--- config.mk ---
export PLATFORM = sky130hd
export DESIGN_NAME = fft_spectrum_reader
export DESIGN_NICKNAME = d
export VERILOG_FILES = /design/src/rtl/fft_spectrum_reader.sv
export SDC_FILE = /design/constraint.sdc
export NUM_CORES = 1
export LEC_CHECK = 0
export ABC_AREA = 1
export BUFFER_PORTS_ARGS = -buffer_cell sky130_fd_sc_hd__buf_2
export CAP_MARGIN = 20
export CORE_MARGIN = 2
export CORE_UTILIZATION = 35
export DETAILED_ROUTE_END_ITERATION = 16
export PLACE_DENSITY_LB_ADDON = 0.1
export SYNTH_ARGS = -nofsm -noshare
export SYNTH_HDL_FRONTEND = slang
export SYNTH_SLANG_ARGS = --single-unit
--- constraint.sdc ---
create_clock -name clk -period 5.1 [get_ports clk]
set_clock_uncertainty 0.15 [all_clocks]
set_input_delay 0.765 -clock clk [delete_from_list [all_inputs] [get_ports clk]]
set_output_delay 0.765 -clock clk [all_outputs]
set_load 0.01 [all_outputs]
--- src/rtl/fft_spectrum_reader.sv ---
// -----------------------------------------------------------------------------
// fft_spectrum_reader
//
// Reads the lower half of a finished FFT frame (bins 0..N/2-1) through the
// core's DMA read port, turns each bin into an alpha-max-beta-min magnitude
// and streams it out over valid/ready, tagged with the frame's BFP exponent.
// At frame end it reports the largest bin and pulses fft_fin so the core can
// accept its next input frame.
//
// Ports
//   clk, reset        clock; synchronous active-low reset
//   enable            gates the start of a new frame only
//   fft_done          core done level; fft_bfpexp is its frame exponent
//   fft_fin           one-cycle release pulse back to the core
//   dmaact, dmaa      DMA read strobe and bin address
//   dmadr_real/imag   DMA read data, valid the cycle after dmaact
//   out_*             magnitude stream (valid/ready, bin, mag, exp, last)
//   peak_valid/bin/mag  frame-end peak report
//   busy              high whenever the FSM is not idle
// -----------------------------------------------------------------------------
module fft_spectrum_reader #(
    parameter int FFT_LENGTH = 1024,
    parameter int FFT_DW     = 16,
    parameter int FFT_N      = $clog2(FFT_LENGTH),
    parameter int MAG_DW     = FFT_DW + 1
) (
    input  logic                     clk,
    input  logic                     reset,
    input  logic                     enable,
    input  logic                     fft_done,
    input  logic signed [7:0]        fft_bfpexp,
    output logic                     fft_fin,
    output logic                     dmaact,
    output logic [FFT_N-1:0]         dmaa,
    input  logic signed [FFT_DW-1:0] dmadr_real,
    input  logic signed [FFT_DW-1:0] dmadr_imag,
    output logic                     out_valid,
    input  logic                     out_ready,
    output logic [FFT_N-2:0]         out_bin,
    output logic [MAG_DW-1:0]        out_mag,
    output logic signed [7:0]        out_exp,
    output logic                     out_last,
    output logic                     peak_valid,
    output logic [FFT_N-2:0]         peak_bin,
    output logic [MAG_DW-1:0]        peak_mag,
    output logic                     busy
);

    typedef enum logic [2:0] {
        S_IDLE,
        S_READ,
        S_DRAIN,
        S_FIN,
        S_WAIT_CLR
    } state_t;

    localparam logic [FFT_N-2:0] LAST_BIN = '1;

    // Absolute value one bit wider than the input so the most negative code
    // maps onto its true positive magnitude instead of wrapping.
    function automatic logic [FFT_DW:0] abs_ext(input logic signed [FFT_DW-1:0] x);
        logic [FFT_DW:0] xe;
        xe = {x[FFT_DW-1], x};
        return xe[FFT_DW] ? (~xe + 1'b1) : xe;
    endfunction

    // max + min/2, truncated. The sum never exceeds 1.5 * 2^(FFT_DW-1), so
    // FFT_DW+1 bits always hold it and no saturation is needed.
    function automatic logic [MAG_DW-1:0] mag_calc(input logic signed [FFT_DW-1:0] re,
                                                   input logic signed [FFT_DW-1:0] im);
        logic [FFT_DW:0] a;
        logic [FFT_DW:0] b;
        logic [FFT_DW:0] hi;
        logic [FFT_DW:0] lo;
        a = abs_ext(re);
        b = abs_ext(im);
        if (a >= b) begin
            hi = a;
            lo = b;
        end else begin
            hi = b;
            lo = a;
        end
        return MAG_DW'(hi + (lo >> 1));
    endfunction

    state_t state;
    state_t state_nxt;

    logic [FFT_N-2:0]  rd_addr;
    logic              start;
    logic              issue;
    logic              pop;
    logic              push;
    logic [2:0]        occ;

    logic              vld_p1;
    logic [FFT_N-2:0]  bin_p1;
    logic [MAG_DW-1:0] mag_p1;

    logic [FFT_N-2:0]  fifo_bin  [2];
    logic [MAG_DW-1:0] fifo_mag  [2];
    logic              fifo_last [2];
    logic              wr_ptr;
    logic              rd_ptr;
    logic [1:0]        fifo_count;

    assign start = (state == S_IDLE) && fft_done && enable;
    assign pop   = out_valid && out_ready;
    assign push  = vld_p1;

    // Credit check counts the read already in flight and frees the slot the
    // consumer is emptying this cycle, so a 2-entry FIFO sustains 1 bin/cycle
    // and can never be overrun.
    assign occ   = {1'b0, fifo_count} + {2'b00, vld_p1} - {2'b00, pop};
    assign issue = (state == S_READ) && (occ < 3'd2);

    assign dmaact = issue;
    assign dmaa   = issue ? {1'b0, rd_addr} : '0;

    // FSM state register
    always_ff @(posedge clk) begin
        if (!reset) begin
            state <= S_IDLE;
        end else begin
            state <= state_nxt;
        end
    end

    always_comb begin
        state_nxt  = state;
        fft_fin    = 1'b0;
        peak_valid = 1'b0;
        busy       = 1'b1;
        case (state)
            S_IDLE: begin
                busy = 1'b0;
                if (fft_done && enable) state_nxt = S_READ;
            end
            S_READ: begin
                if (issue && (rd_addr == LAST_BIN)) state_nxt = S_DRAIN;
            end
            S_DRAIN: begin
                // Leave once the FIFO will be empty after this cycle's pop,
                // which lands fft_fin one cycle after the last transfer.
                if (!vld_p1 && ((fifo_count == 2'd0) ||
                                ((fifo_count == 2'd1) && pop)))
                    state_nxt = S_FIN;
            end
            S_FIN: begin
                fft_fin    = 1'b1;
                peak_valid = 1'b1;
                state_nxt  = S_WAIT_CLR;
            end
            S_WAIT_CLR: begin
                if (!fft_done) state_nxt = S_IDLE;
            end
            default: state_nxt = S_IDLE;
        endcase
    end

    // Control, frame tag and peak tracker
    always_ff @(posedge clk) begin
        if (!reset) begin
            rd_addr    <= '0;
            vld_p1     <= 1'b0;
            wr_ptr     <= 1'b0;
            rd_ptr     <= 1'b0;
            fifo_count <= 2'd0;
            out_exp    <= '0;
            peak_bin   <= '0;
            peak_mag   <= '0;
        end else begin
            vld_p1 <= issue;
            if (start) begin
                rd_addr  <= '0;
                out_exp  <= fft_bfpexp;
                peak_bin <= '0;
                peak_mag <= '0;
            end else begin
                if (issue && (rd_addr != LAST_BIN)) rd_addr <= rd_addr + 1'b1;
                // Strictly greater keeps the lowest bin on ties.
                if (pop && (out_mag > peak_mag)) begin
                    peak_mag <= out_mag;
                    peak_bin <= out_bin;
                end
            end
            if (push) wr_ptr <= ~wr_ptr;
            if (pop)  rd_ptr <= ~rd_ptr;
            fifo_count <= fifo_count + {1'b0, push} - {1'b0, pop};
        end
    end

    // Stage p1: DMA data arrives, magnitude formed
    always_ff @(posedge clk) begin
        if (issue) bin_p1 <= rd_addr;
    end

    assign mag_p1 = mag_calc(dmadr_real, dmadr_imag);

    // Stage p2: output FIFO
    always_ff @(posedge clk) begin
        if (push) begin
            fifo_bin[wr_ptr]  <= bin_p1;
            fifo_mag[wr_ptr]  <= mag_p1;
            fifo_last[wr_ptr] <= (bin_p1 == LAST_BIN);
        end
    end

    // Payload is forced to zero when no beat is presented so the outputs are
    // clean after reset without resetting the FIFO storage.
    assign out_valid = (fifo_count != 2'd0);
    assign out_bin   = out_valid ? fifo_bin[rd_ptr]  : '0;
    assign out_mag   = out_valid ? fifo_mag[rd_ptr]  : '0;
    assign out_last  = out_valid ? fifo_last[rd_ptr] : 1'b0;

endmodule

==> metrics <==
outcome finished, final reports clean; CTS tree yes; Tmin final 4.58 ns; Critical Path RT 5.17 ns; #FFs+latches synth 115; slack of the critical path 0.518 ns; hold-critical path depth 2; CTS buffer count 17; share of cells above drive strength 1 0.164; CP Max Fanout 6; GR Util All Layers 0.169; post-synth top area cell edfxtp_1; Multi-input gate area 3950 um^2; Initial DRT Pass Iterations 5; TritonCTS Sinks between 100 and 150; Placed Instances 1435; Diodes inserted 0; Fillers 2289; Die Span X 152 um; DIE AREA ~23000 um^2; worst slack at placement 0.0763 ns; DP HPWL around 15000 um; Pins Over Slew Limit 0; Fmax approximately 220 MHz; max incr delay on CP 0.39 ns; Seq/Total Area, Yosys 0.380; setup TNS 0 ns; Synth top area share 0.245; CTS clk-pin slew, worst paths approximately 0.06 ns; PD cells 592 nW/um^2; row count 54; Crit Reg-Reg Endpoint peak_bin[3]$_SDFFE_PP0P_; Slew @ Worst Pin 0.635 ns; clk_lat worst skew 0.41 ns; final setup vio count 0; drt drc 0; vias per cell ~4.6; Mapped Cells 1051; Synth cell types 40; CP top delay family simple AND/OR/NAND/NOR gates; worst r2r path cells 15; kind of critical path input pin to flop; Final Hold Viols 0; Routability Congestion 0.817; max_slew headroom 0.573; detailed router's first-iteration violation count 303; postcts setup bufs 0; max cap viols 0; Worst setup SP type input pin; worst r2r src fifo_count[1]$_SDFF_PN0_; Top FF cell, synth edfxtp_1; synth top area cells edfxtp_1 (25%), dfxtp_1 (14%), nand2_1 (11%); Synth async-reset ratio 0; Reg area ~2900 um^2; die height 152 um; Final Non-Filler Cells 1467; Area growth syn-to-layout 19.1%; leak pwr 4.39 nW; Syn Area/Cell roughly 7.3 um^2; Reg2Reg Setup Slack 1.61 ns; crit path DAT 4.65 ns; IO buf count 119; endpoint of the worst hold path out_exp[2]$_SDFFE_PN0P_; Top Ports between 100 and 150; grt ovf 0; # hold bufs at CTS 0; Starting Density 0.354; Crit path top cell by count nand2_1; crit end category flop; core box area 21800 um^2; Worst Hold Launch out_exp[2]$_SDFFE_PN0P_; CP bufs+invs 8; global-route wire length before repair approximately 32000 um; number of synthesized flops with an enable pin 63; nets@finish 1277; CTS max path bufs 2; post-route cell area 9190 um^2; min-delay worst type flop to flop; Peak VDD IR 0.000578 V; antenna viol nets, final 0; DRT Wirelength between 15000 and 20000 um; Max H-tree Level 4; Mapped Area 7710 um^2; Post-DP Area about 8600 um^2; CTS root buffer clkbuf_16; initial antenna violation count 0; Post-CTS Resized 0; yosys warns 0; routed vias 6794; CP max stage cell fa_1; Tcrit/Tclk final 0.898; largest net degree at the start of global routing 34; vias in the first global route 6323; DR WL/cell 13.2 um; unrepaired setup endpoints after global routing no
==> flip-flops by register name, indices dropped and copies added, names as in the netlist, named ones only <==
name,count
rd_ptr,1
fifo_count,2
bin_p1,9
peak_bin,9
fifo_last,2
fifo_bin,18
state,3
peak_mag,17
fifo_mag,34
wr_ptr,1
rd_addr,9
out_exp,8
push,1
==> how the worst max path moves through the flow <==
stage                  start                        end  slack [ns]  cells after the start
2_1_floorplan  dmadr_imag[1]  fifo_mag[0][10]$_DFFE_PP_        0.60                     27
3_3_place_gp   dmadr_imag[0]   fifo_mag[1][8]$_DFFE_PP_        0.06                     27
3_5_place_dp   dmadr_imag[0]  fifo_mag[0][12]$_DFFE_PP_        0.08                     27
4_1_cts        dmadr_imag[0]  fifo_mag[0][12]$_DFFE_PP_        0.51                     27
5_1_grt        dmadr_real[0]  fifo_mag[0][14]$_DFFE_PP_        0.08                     30
6_report       dmadr_real[0]  fifo_mag[0][12]$_DFFE_PP_        0.52                     28
==> cell families (layout without fill, tap and decap cells) <==
logic type,count (synthesis),after routing,synth area share
compound gates,141,141,0.0956
xor+xnor,34,34,0.0386
fa+ha+maj,58,58,0.0961
buf+inv,195,329,0.108
flops,115,115,0.380
other cells,2,4,0.000974
simple gates,506,506,0.280
==> per-layer routing <==
layer  track usage  vias to the layer above  share of wire
met5             0                        -              0
met4        0.0459                        0          0.010
met3        0.0279                       13          0.035
met2         0.272                      123           0.44
met1         0.237                     3018           0.51
li1              -                     3640              -
==> tightest hold or removal path: stages, from the launching register on <==
cell and delay [ns]:
dfxtp_1 0.31, inv_1 0.04, a21oi_1 0.05
==> stage by stage <==
stage | power, W | util | hold slack (ns)
floorplan | 0.00351 | - | 0.276
global placement | 0.00423 | 0.394 | 0.280
detailed placement | 0.00424 | 0.394 | 0.285
CTS | 0.00551 | 0.422 | 0.295
global route | 0.00596 | 0.422 | 0.313
finish | 0.00544 | 0.422 | 0.292
==> cell usage after synthesis, types with 3 or more instances <==
cell type and instances:
buf_4 5, xnor2_1 5, nor2_1 139, inv_1 152
buf_6 8, nor2_4 3, nand2_1 225, buf_2 17
xor2_1 29, clkbuf_1 3, o21ai_1 19, nor3_1 38
o21bai_1 4, ha_1 56, a21o_1 5, edfxtp_1 63
nor2_2 7, nand3_1 74, inv_2 6, dfxtp_1 52
nand4_2 3, o21ai_0 30, nand4_1 9, a21oi_1 79
==> layout make-up <==
cell class	instances	share of cell area
clock buffers	17	0.0463
clock inverters	15	0.0208
inverters	160	0.0655
well taps	280	0.0381
multi-input cells	743	0.430
repair buffers	137	0.0796
flip-flops and latches	115	0.319
==> placed cells by master (no fill, tap or decap), types with 2 or more instances in the layout <==
master and count:
edfxtp_1 63, buf_2 119, nor2_1 138, bufinv_16 3, clkbuf_16 17, clkinv_4 4, inv_6 7, xnor2_1 5
nor2_2 8, fa_1 2, nand2_1 225, and2_1 2, a21oi_1 79, clkinv_2 2, o21ai_0 30, dfxtp_1 52
ha_1 56, nand4_1 9, conb_1 4, xor2_1 29, nor2_4 3, nor3_1 38, nand3_1 74, nand4_2 3
inv_2 6, buf_4 18, o21ai_1 19, inv_1 152, o21bai_1 4, or2_2 2, a21o_1 5
==> power breakdown <==
part | internal, W | switching, W | total, W
logic | 0.000927 | 0.00196 | 0.00288
clock network | 0.000781 | 0.000464 | 0.00125
registers | 0.00121 | 0.0000961 | 0.00131
No activity file was read; power rests on OpenSTA's default activity.
